**config.mk**
```make
export PLATFORM = sky130hd
export DESIGN_NAME = stage_sequencer
export DESIGN_NICKNAME = d
export VERILOG_FILES = /design/src/rtl/stage_sequencer_pkg.sv /design/src/rtl/stage_sequencer.sv
export SDC_FILE = /design/constraint.sdc
export NUM_CORES = 1
export LEC_CHECK = 0
export ABC_AREA = 1
export CAP_MARGIN = 10
export CORE_AREA = 2 2 84 86
export CTS_CLUSTER_DIAMETER = 200
export DETAILED_ROUTE_END_ITERATION = 8
export DIE_AREA = 0 0 86 88
export DONT_BUFFER_PORTS = 1
export GPL_ROUTABILITY_DRIVEN = 0
export GPL_TIMING_DRIVEN = 0
export SETUP_SLACK_MARGIN = 0.2
export SLEW_MARGIN = 20
export SYNTH_ARGS = -nofsm -noshare
export SYNTH_HDL_FRONTEND = slang
export SYNTH_SLANG_ARGS = --single-unit
```
**constraint.sdc**
```tcl
create_clock -name clk -period 1.6 [get_ports clk]
set_input_delay 0.24 -clock clk [delete_from_list [all_inputs] [get_ports clk]]
set_output_delay 0.24 -clock clk [all_outputs]
set_load 0.02 [all_outputs]
```
**src/rtl/stage_sequencer_pkg.sv**
```systemverilog
// Shared stage codes and defaults for the multicycle core sequencer.
package stage_sequencer_pkg;

  localparam int unsigned STAGE_W = 3;
  localparam int unsigned WAIT_W  = 4;
  localparam int unsigned CNT_W   = 32;
  localparam logic [31:0] UART_ADDR_DEFAULT = 32'hF6FF_F070;

  typedef enum logic [STAGE_W-1:0] {
    IF_STAGE   = 3'd0,
    RR_STAGE   = 3'd1,
    EX_STAGE   = 3'd2,
    MA_STAGE   = 3'd3,
    RW_STAGE   = 3'd4,
    WU_STAGE   = 3'd5,
    HALT_STAGE = 3'd6
  } stage_e;

endpackage

```
**src/rtl/stage_sequencer.sv**
```systemverilog
// Multicycle IF/RR/EX/MA/RW control FSM with UART/load stalls, halt state
// and retired-instruction counter; all outputs are registered.
module stage_sequencer
  import stage_sequencer_pkg::*;
#(
  parameter logic [31:0] UART_ADDR = UART_ADDR_DEFAULT,
  parameter int unsigned LOAD_WAIT = 0
) (
  input  logic               clk,
  input  logic               rst,
  input  logic               is_load,
  input  logic               is_store,
  input  logic               is_halt,
  input  logic               dec_reg_we,
  input  logic [31:0]        mem_address,
  input  logic               uart_busy,
  output logic [STAGE_W-1:0] stage,
  output logic               decoder_rst,
  output logic               alu_rst,
  output logic               ram_we,
  output logic               reg_we,
  output logic               pc_we,
  output logic               uart_we,
  output logic               halted,
  output logic [CNT_W-1:0]   instret
);

  stage_e              state_q;
  stage_e              state_d;
  logic [WAIT_W-1:0]   wait_q;
  logic                is_uart_store;
  logic                first_ma;

  assign stage = state_q;

  // Next-state decode; UART stall only applies to stores hitting the UART address.
  always_comb begin
    state_d       = state_q;
    is_uart_store = is_store && (mem_address == UART_ADDR);
    case (state_q)
      IF_STAGE:   state_d = RR_STAGE;
      RR_STAGE:   state_d = EX_STAGE;
      EX_STAGE:   state_d = (is_uart_store && uart_busy) ? WU_STAGE : MA_STAGE;
      WU_STAGE:   state_d = uart_busy ? WU_STAGE : MA_STAGE;
      MA_STAGE:   state_d = (wait_q == '0) ? RW_STAGE : MA_STAGE;
      RW_STAGE:   state_d = is_halt ? HALT_STAGE : IF_STAGE;
      HALT_STAGE: state_d = HALT_STAGE;
      default:    state_d = IF_STAGE;
    endcase
    first_ma = (state_d == MA_STAGE) && (state_q != MA_STAGE);
  end

  // Strobes are registered from the next state so they line up with their stage.
  always_ff @(posedge clk) begin
    if (rst) begin
      state_q     <= IF_STAGE;
      wait_q      <= '0;
      decoder_rst <= 1'b0;
      alu_rst     <= 1'b0;
      ram_we      <= 1'b0;
      reg_we      <= 1'b0;
      pc_we       <= 1'b0;
      uart_we     <= 1'b0;
      halted      <= 1'b0;
      instret     <= '0;
    end else begin
      state_q <= state_d;
      if (state_q == EX_STAGE) begin
        wait_q <= is_load ? WAIT_W'(LOAD_WAIT) : '0;
      end else if (state_q == MA_STAGE && wait_q != '0) begin
        wait_q <= wait_q - WAIT_W'(1);
      end
      decoder_rst <= (state_d == RR_STAGE);
      alu_rst     <= (state_d == EX_STAGE);
      ram_we      <= first_ma && is_store && !is_uart_store;
      uart_we     <= first_ma && is_uart_store && !uart_busy;
      reg_we      <= (state_d == RW_STAGE) && dec_reg_we;
      pc_we       <= (state_d == RW_STAGE) && !is_halt;
      halted      <= (state_d == HALT_STAGE);
      if (state_q == RW_STAGE) begin
        instret <= instret + CNT_W'(1);
      end
    end
  end

endmodule

```
* Yosys cells after proc, flatten, opt, wreduce, memory -nomap -nowiden
Cells that the tools add are included.
** Storage, ports and cells
- Register bits :: 46
- Bits of input ports :: 39
- Output and inout port bits :: 42
- Word-level logic and storage cells :: 47
** Cells by class
- Add/sub/neg operators :: 2
- Equality and inequality tests :: 13
- Mux-type cells :: 5
- Reductions and logical operators :: 17
** Operators with widths (count)
- 32-bit by 1-bit adder with 32-bit output, second input constant :: 1
- 32-bit equality test, second input constant :: 1
- 3-bit case mux with 7 select lines :: 1
- 3-bit equality test, second input constant :: 5
- 3-bit by 2-bit equality test with 1-bit output, second input constant :: 4
- 3-bit two-way mux :: 4
- 1-bit logical AND :: 10
- 3-bit by 1-bit equality test with 1-bit output, second input constant :: 2
- 4-bit logical NOT :: 1
- 4-bit nonzero test :: 1
- 4-bit by 1-bit subtractor with 4-bit output, second input constant :: 1
- 1-bit logical NOT :: 3
- 3-bit logical NOT :: 1
- 3-bit by 2-bit != test with 1-bit output, second input constant :: 1
- 2-bit OR reduction :: 1

* Longest topological paths before layout
- Depth after elaboration :: 9
- Gate-level depth with buffers :: 11
- Gate-level depth less buffers :: 11

* Worst setup path before layout
OpenSTA, ideal clock, no wires.
- Kind :: register -> register
- Start :: register state_q[2], in the netlist stage[2]
- End :: register instret[25]
- Setup time :: 0.131 ns
- Arrival time :: 1.446 ns
- Data required time :: 1.469 ns
- Slack :: 0.023 ns
- Stages on the path, launching flop included :: 9
- Buffers on the path :: 1
- Cell sequence :: dfxtp_1 buf_4 nand3_4 nor2_8 nand3_4 nor3_4 nand2_1 nor2_1 nor3_2
** Between the ends
- Cells in the longest elaborated chain, start to end :: 1
** Ends and longest elaborated chain
- start, declared :: RTL line stage_sequencer.sv:28 : stage_e state_q;
- start signal, assigned :: RTL line stage_sequencer.sv:67 : state_q <= state_d;
- 3-bit equality test :: RTL line stage_sequencer.sv:80 : if (state_q == RW_STAGE) begin
- end signal, assigned :: RTL line stage_sequencer.sv:81 : instret <= instret + CNT_W'(1);
- end, declared :: RTL line stage_sequencer.sv:25 : output logic [CNT_W-1:0] instret
Every way passes these cells.
A chain may end at the register's enable or synchronous reset.

* Worst setup path after layout
- Start :: register state_q[1], in the netlist stage[1]
- End :: register instret[25]
The elaborated chain is that of the path after synthesis.

==> implementation parameters <==
Parameter                              Value

Outcome
  Result of the run    complete, no violations

Setup path
  Crit path max-delay cell type    sky130_fd_sc_hd__dfxtp_4
  Startpoint types    flop
  Arrival time of the worst setup path    between 1.5 and 2 ns
  Sequence of cells on the critical path    inv_6, nand3_4, nor2_8, nand3_4, nor3_4, nand2_1, nor2_2, nor3_2
  Capturing element type of the critical path    flop
  Maximum single-stage delay on the critical path    approximately 0.4 ns
  Crit path buf inv count    1
  Family of cells with the greatest summed delay on the critical path    simple AND/OR/NAND/NOR gates
  Required time worst endpoint    around 1.8 ns
  Kind of critical path    reg2reg
  Maximum net fanout on the critical path    6
  Most numerous cell on the critical path    sky130_fd_sc_hd__nand3_4

STA
  Pin slew with the least headroom to its limit    around 0.67 ns
  Crit path setup slack, layout    slightly above 0.07 ns
  Portion of the clock cycle consumed by the worst path in the final layout    approximately 96%
  Max Slew Vio Count    0
  Setup TNS    0 ns
  Fmax    roughly 0.65 GHz
  Setup violations, final    0
  Slew margin rel.    55.5%
  Final critical-path required period    roughly 1.5 ns
  Hold violation count in the final report    0
  Worst clock skew    ~0.0069 ns
  Setup repair after global routing missed its margin    yes

Clock tree
  TritonCTS sink count    between 40 and 50
  Root buffer cell    sky130_fd_sc_hd__clkbuf_8
  Clock H-tree levels    2
  Worst skew pair latency    0.29 ns
  Clock Pin Slew Worst Setup and Hold Paths    around 0.090 ns
  Max clock buf depth    2
  Clock tree from TritonCTS    built
  Number of CTS-inserted buffers    5

Synthesis
  Count of distinct cell types in the synthesized netlist    34
  Number of flip-flops and latches in the synthesized netlist    between 40 and 50
  Number of warning messages in the yosys log    0
  Total nets after synthesis    around 430
  Mean instance size in the synthesized netlist    6.71 sq um
  Netlist area before placement    ~0.0026 sq mm
  Post-synthesis instance total    ~380
  Proportion of synthesized chip area in sequential cells    between 30% and 40%

Route
  Routed length per instance    approximately 14 um
  Drt initial violations    85
  Via density    between 5 and 6
  Vias    2498
  Routed wire length    7.01 mm
  Number of design rule violations left after detail routing    0
  First-pass DRT Iterations    4
  Post-DRT Antenna Nets    0

Layout
  Area growth, synth to finish    29.4%
  Final Net Count    approximately 450
  Final antenna diode count    0
  Filler cell count    662
  Fraction of layout cells with a size suffix above 1    about a third

Die
  Area of the die    0.00757 sq mm
  Chip Width    between 80 and 90 um
  Number of core rows    30
  Initial standard-cell utilization of the core    38.8%
  Number of I/O pins    81
  Placeable core area    0.00664 sq mm
  Overall die height    roughly 88 um

Power
  Leakage dissipation    about 1.3 nW
  Portion of total power attributed to the clock network    38.8%
  Internal power of the cells    0.00166 W
  Total power per unit cell area    between 600 and 700 mW/mm^2
  Share of total power in sequential cells    53.3%
  Maximum ir drop on the vdd rail    0.372 mV
  Share of total power in combinational logic    under 10%
  Sw Share    approximately a quarter
  Switching component of the power    ~0.00055 W

Global routing
  Global-route wire length before repair    11.0 mm
  Pin count of the biggest net entering global routing    15
  Via count of the first global-routing pass    around 2400
  Sum of overflow across all layers after global routing    0
  Overall routing resource usage    17.8%
  Number of antenna violations at the first check in global routing    0

Placed design
  Port Buf Inserts    0
  Pre-CTS WS    -0.0920 ns
  Placed wire-length estimate after detailed placement    between 4 and 5 mm

Flow run
  Number of max-cap violations    0

Worst hold path
  Min-delay worst type    in2reg
## final timing paths
check	from	to	slack (ns)	cells after the start
max	stage[1]$_SDFF_PP0_	instret[25]$_SDFFE_PP0N_	0.07	8
min	dec_reg_we	reg_we$_SDFF_PP0_	0.05	2
max reg2reg	stage[1]$_SDFF_PP0_	instret[25]$_SDFFE_PP0N_	0.07	8
min reg2reg	wait_q[0]$_SDFFE_PP0P_	wait_q[0]$_SDFFE_PP0P_	0.48	2
## cell families after synthesis
| kind of cell | share of synthesized area, % |
|---|---|
| AO/OA/AOI/OAI | 8.98 |
| buffers and inverters | 9.37 |
| XOR/XNOR | 2.38 |
| AND/OR/NAND/NOR | 42.6 |
| adder cells (fa/ha/maj) | 0.971 |
| flip-flops | 35.7 |
## per-stage QoR
stage	instances	total power, W	instance area, sq um	hold WS (ns)	utilization (%)
after floorplan	384	0.00132	2610	0.318	-
after global placement	464	0.00135	2710	0.323	40.7
after detailed placement	464	0.00136	2710	0.322	40.7
after CTS	486	0.00220	3060	0.0110	46.0
after global routing	494	0.00232	3340	0.0547	50.2
final	494	0.00221	3340	0.0533	50.2
## layout make-up
type                       count  area [sq um]  area share [%]
tap                           80           100            3.00
multi-input combinational    275          1660            49.8
clock buffer                   5          68.8            2.06
inverter                      58           240            7.20
buffer                         5          27.5           0.825
sequential                    46          1010            30.3
clock inverter                 3          40.0            1.20
timing repair buffer          22           186            5.59
## cells in the final DEF (no fill, tap or decap), types with 3 or more instances in the layout
master,n
sky130_fd_sc_hd__nor2_4,8
sky130_fd_sc_hd__nand3_1,14
sky130_fd_sc_hd__o21a_1,3
sky130_fd_sc_hd__xor2_1,4
sky130_fd_sc_hd__buf_4,16
sky130_fd_sc_hd__nor3_4,5
sky130_fd_sc_hd__dfxtp_1,13
sky130_fd_sc_hd__nand4_1,11
sky130_fd_sc_hd__nor4_1,3
sky130_fd_sc_hd__nand2_4,3
sky130_fd_sc_hd__dfxtp_4,19
sky130_fd_sc_hd__nor2_2,5
sky130_fd_sc_hd__inv_2,7
sky130_fd_sc_hd__clkbuf_8,5
sky130_fd_sc_hd__o21ai_0,4
sky130_fd_sc_hd__nor3_1,3
sky130_fd_sc_hd__nand2_1,82
sky130_fd_sc_hd__nand2_2,7
sky130_fd_sc_hd__clkbuf_1,3
sky130_fd_sc_hd__nor3_2,7
sky130_fd_sc_hd__inv_1,46
sky130_fd_sc_hd__nand3_4,6
sky130_fd_sc_hd__nor2_1,61
sky130_fd_sc_hd__buf_6,6
sky130_fd_sc_hd__xnor2_1,3
sky130_fd_sc_hd__o21ai_1,7
sky130_fd_sc_hd__a21oi_1,17
sky130_fd_sc_hd__dfxtp_2,14
## sequential cells by signal (all words and copies together), names as in the netlist
register and count:
ram_we 1, alu_rst 1, decoder_rst 1, pc_we 1, reg_we 1, stage 3
instret 32, uart_we 1, halted 1, wait_q 4
## repair_timing
action / 4_1_cts / 5_1_grt
setup endpoints to repair: 28 / 38
gates resized for setup: 48 / 66
endpoints found under the hold margin: 0 / 1
setup buffers: 14 / 7
gates cloned: 0 / 0
hold buffers: 0 / 1
pin swaps: 14 / 19
## metal layers
metal	up-vias	global-route usage (%)	routed length, um
li1	1298	-	-
met1	1121	21.4	2930
met2	65	30.7	3420
met3	14	5.84	501
met4	0	4.76	155
met5	-	0	0
## synthesized netlist by cell type
cell                       instances  share of area, %
sky130_fd_sc_hd__nand3b_1          2              0.58
sky130_fd_sc_hd__buf_4             1              0.29
sky130_fd_sc_hd__nor3_4            1              0.63
sky130_fd_sc_hd__o211a_1           1              0.39
sky130_fd_sc_hd__nor4_1            6               1.5
sky130_fd_sc_hd__nor3b_1           1              0.29
sky130_fd_sc_hd__o21ai_0          11               2.1
sky130_fd_sc_hd__ha_1              2              0.97
sky130_fd_sc_hd__nand2_2           3              0.73
sky130_fd_sc_hd__nand3_4           2               1.4
sky130_fd_sc_hd__xnor2_1           3               1.0
sky130_fd_sc_hd__nor3_1            8               1.6
sky130_fd_sc_hd__nor2_1           68               9.9
sky130_fd_sc_hd__a21oi_1          19               3.7
sky130_fd_sc_hd__inv_2             6              0.87
sky130_fd_sc_hd__nand4_4           1              0.83
sky130_fd_sc_hd__dfxtp_1          46                36
sky130_fd_sc_hd__nor2_2            3              0.73
sky130_fd_sc_hd__a211oi_1          3              0.87
sky130_fd_sc_hd__nand2_1          89                13
sky130_fd_sc_hd__o21ba_2           1              0.39
sky130_fd_sc_hd__nand3_2           3               1.2
sky130_fd_sc_hd__inv_1            51               7.4
sky130_fd_sc_hd__a31oi_1           1              0.24
sky130_fd_sc_hd__xor2_1            4               1.4
sky130_fd_sc_hd__nor3_2            6               2.3
sky130_fd_sc_hd__o21ai_1           2              0.39
sky130_fd_sc_hd__nor2_8            1              0.78
sky130_fd_sc_hd__nand4_1          11               2.7
sky130_fd_sc_hd__clkinv_2          1              0.19
sky130_fd_sc_hd__clkbuf_1          4              0.58
sky130_fd_sc_hd__o21a_1            3              0.87
sky130_fd_sc_hd__nor2_4            3               1.3
sky130_fd_sc_hd__nand3_1          17               3.3
## power groups by stage
stage	combinational, W	sequential, W	clock (W)
6_report	0.000175	0.00118	0.000858
5_1_grt	0.000197	0.00118	0.000939
4_1_cts	0.000144	0.00118	0.000874
3_5_place_dp	0.000133	0.00122	0
3_3_place_gp	0.000131	0.00122	0
2_1_floorplan	0.000104	0.00122	0
Note: power is estimated with default switching activity, not from simulation.
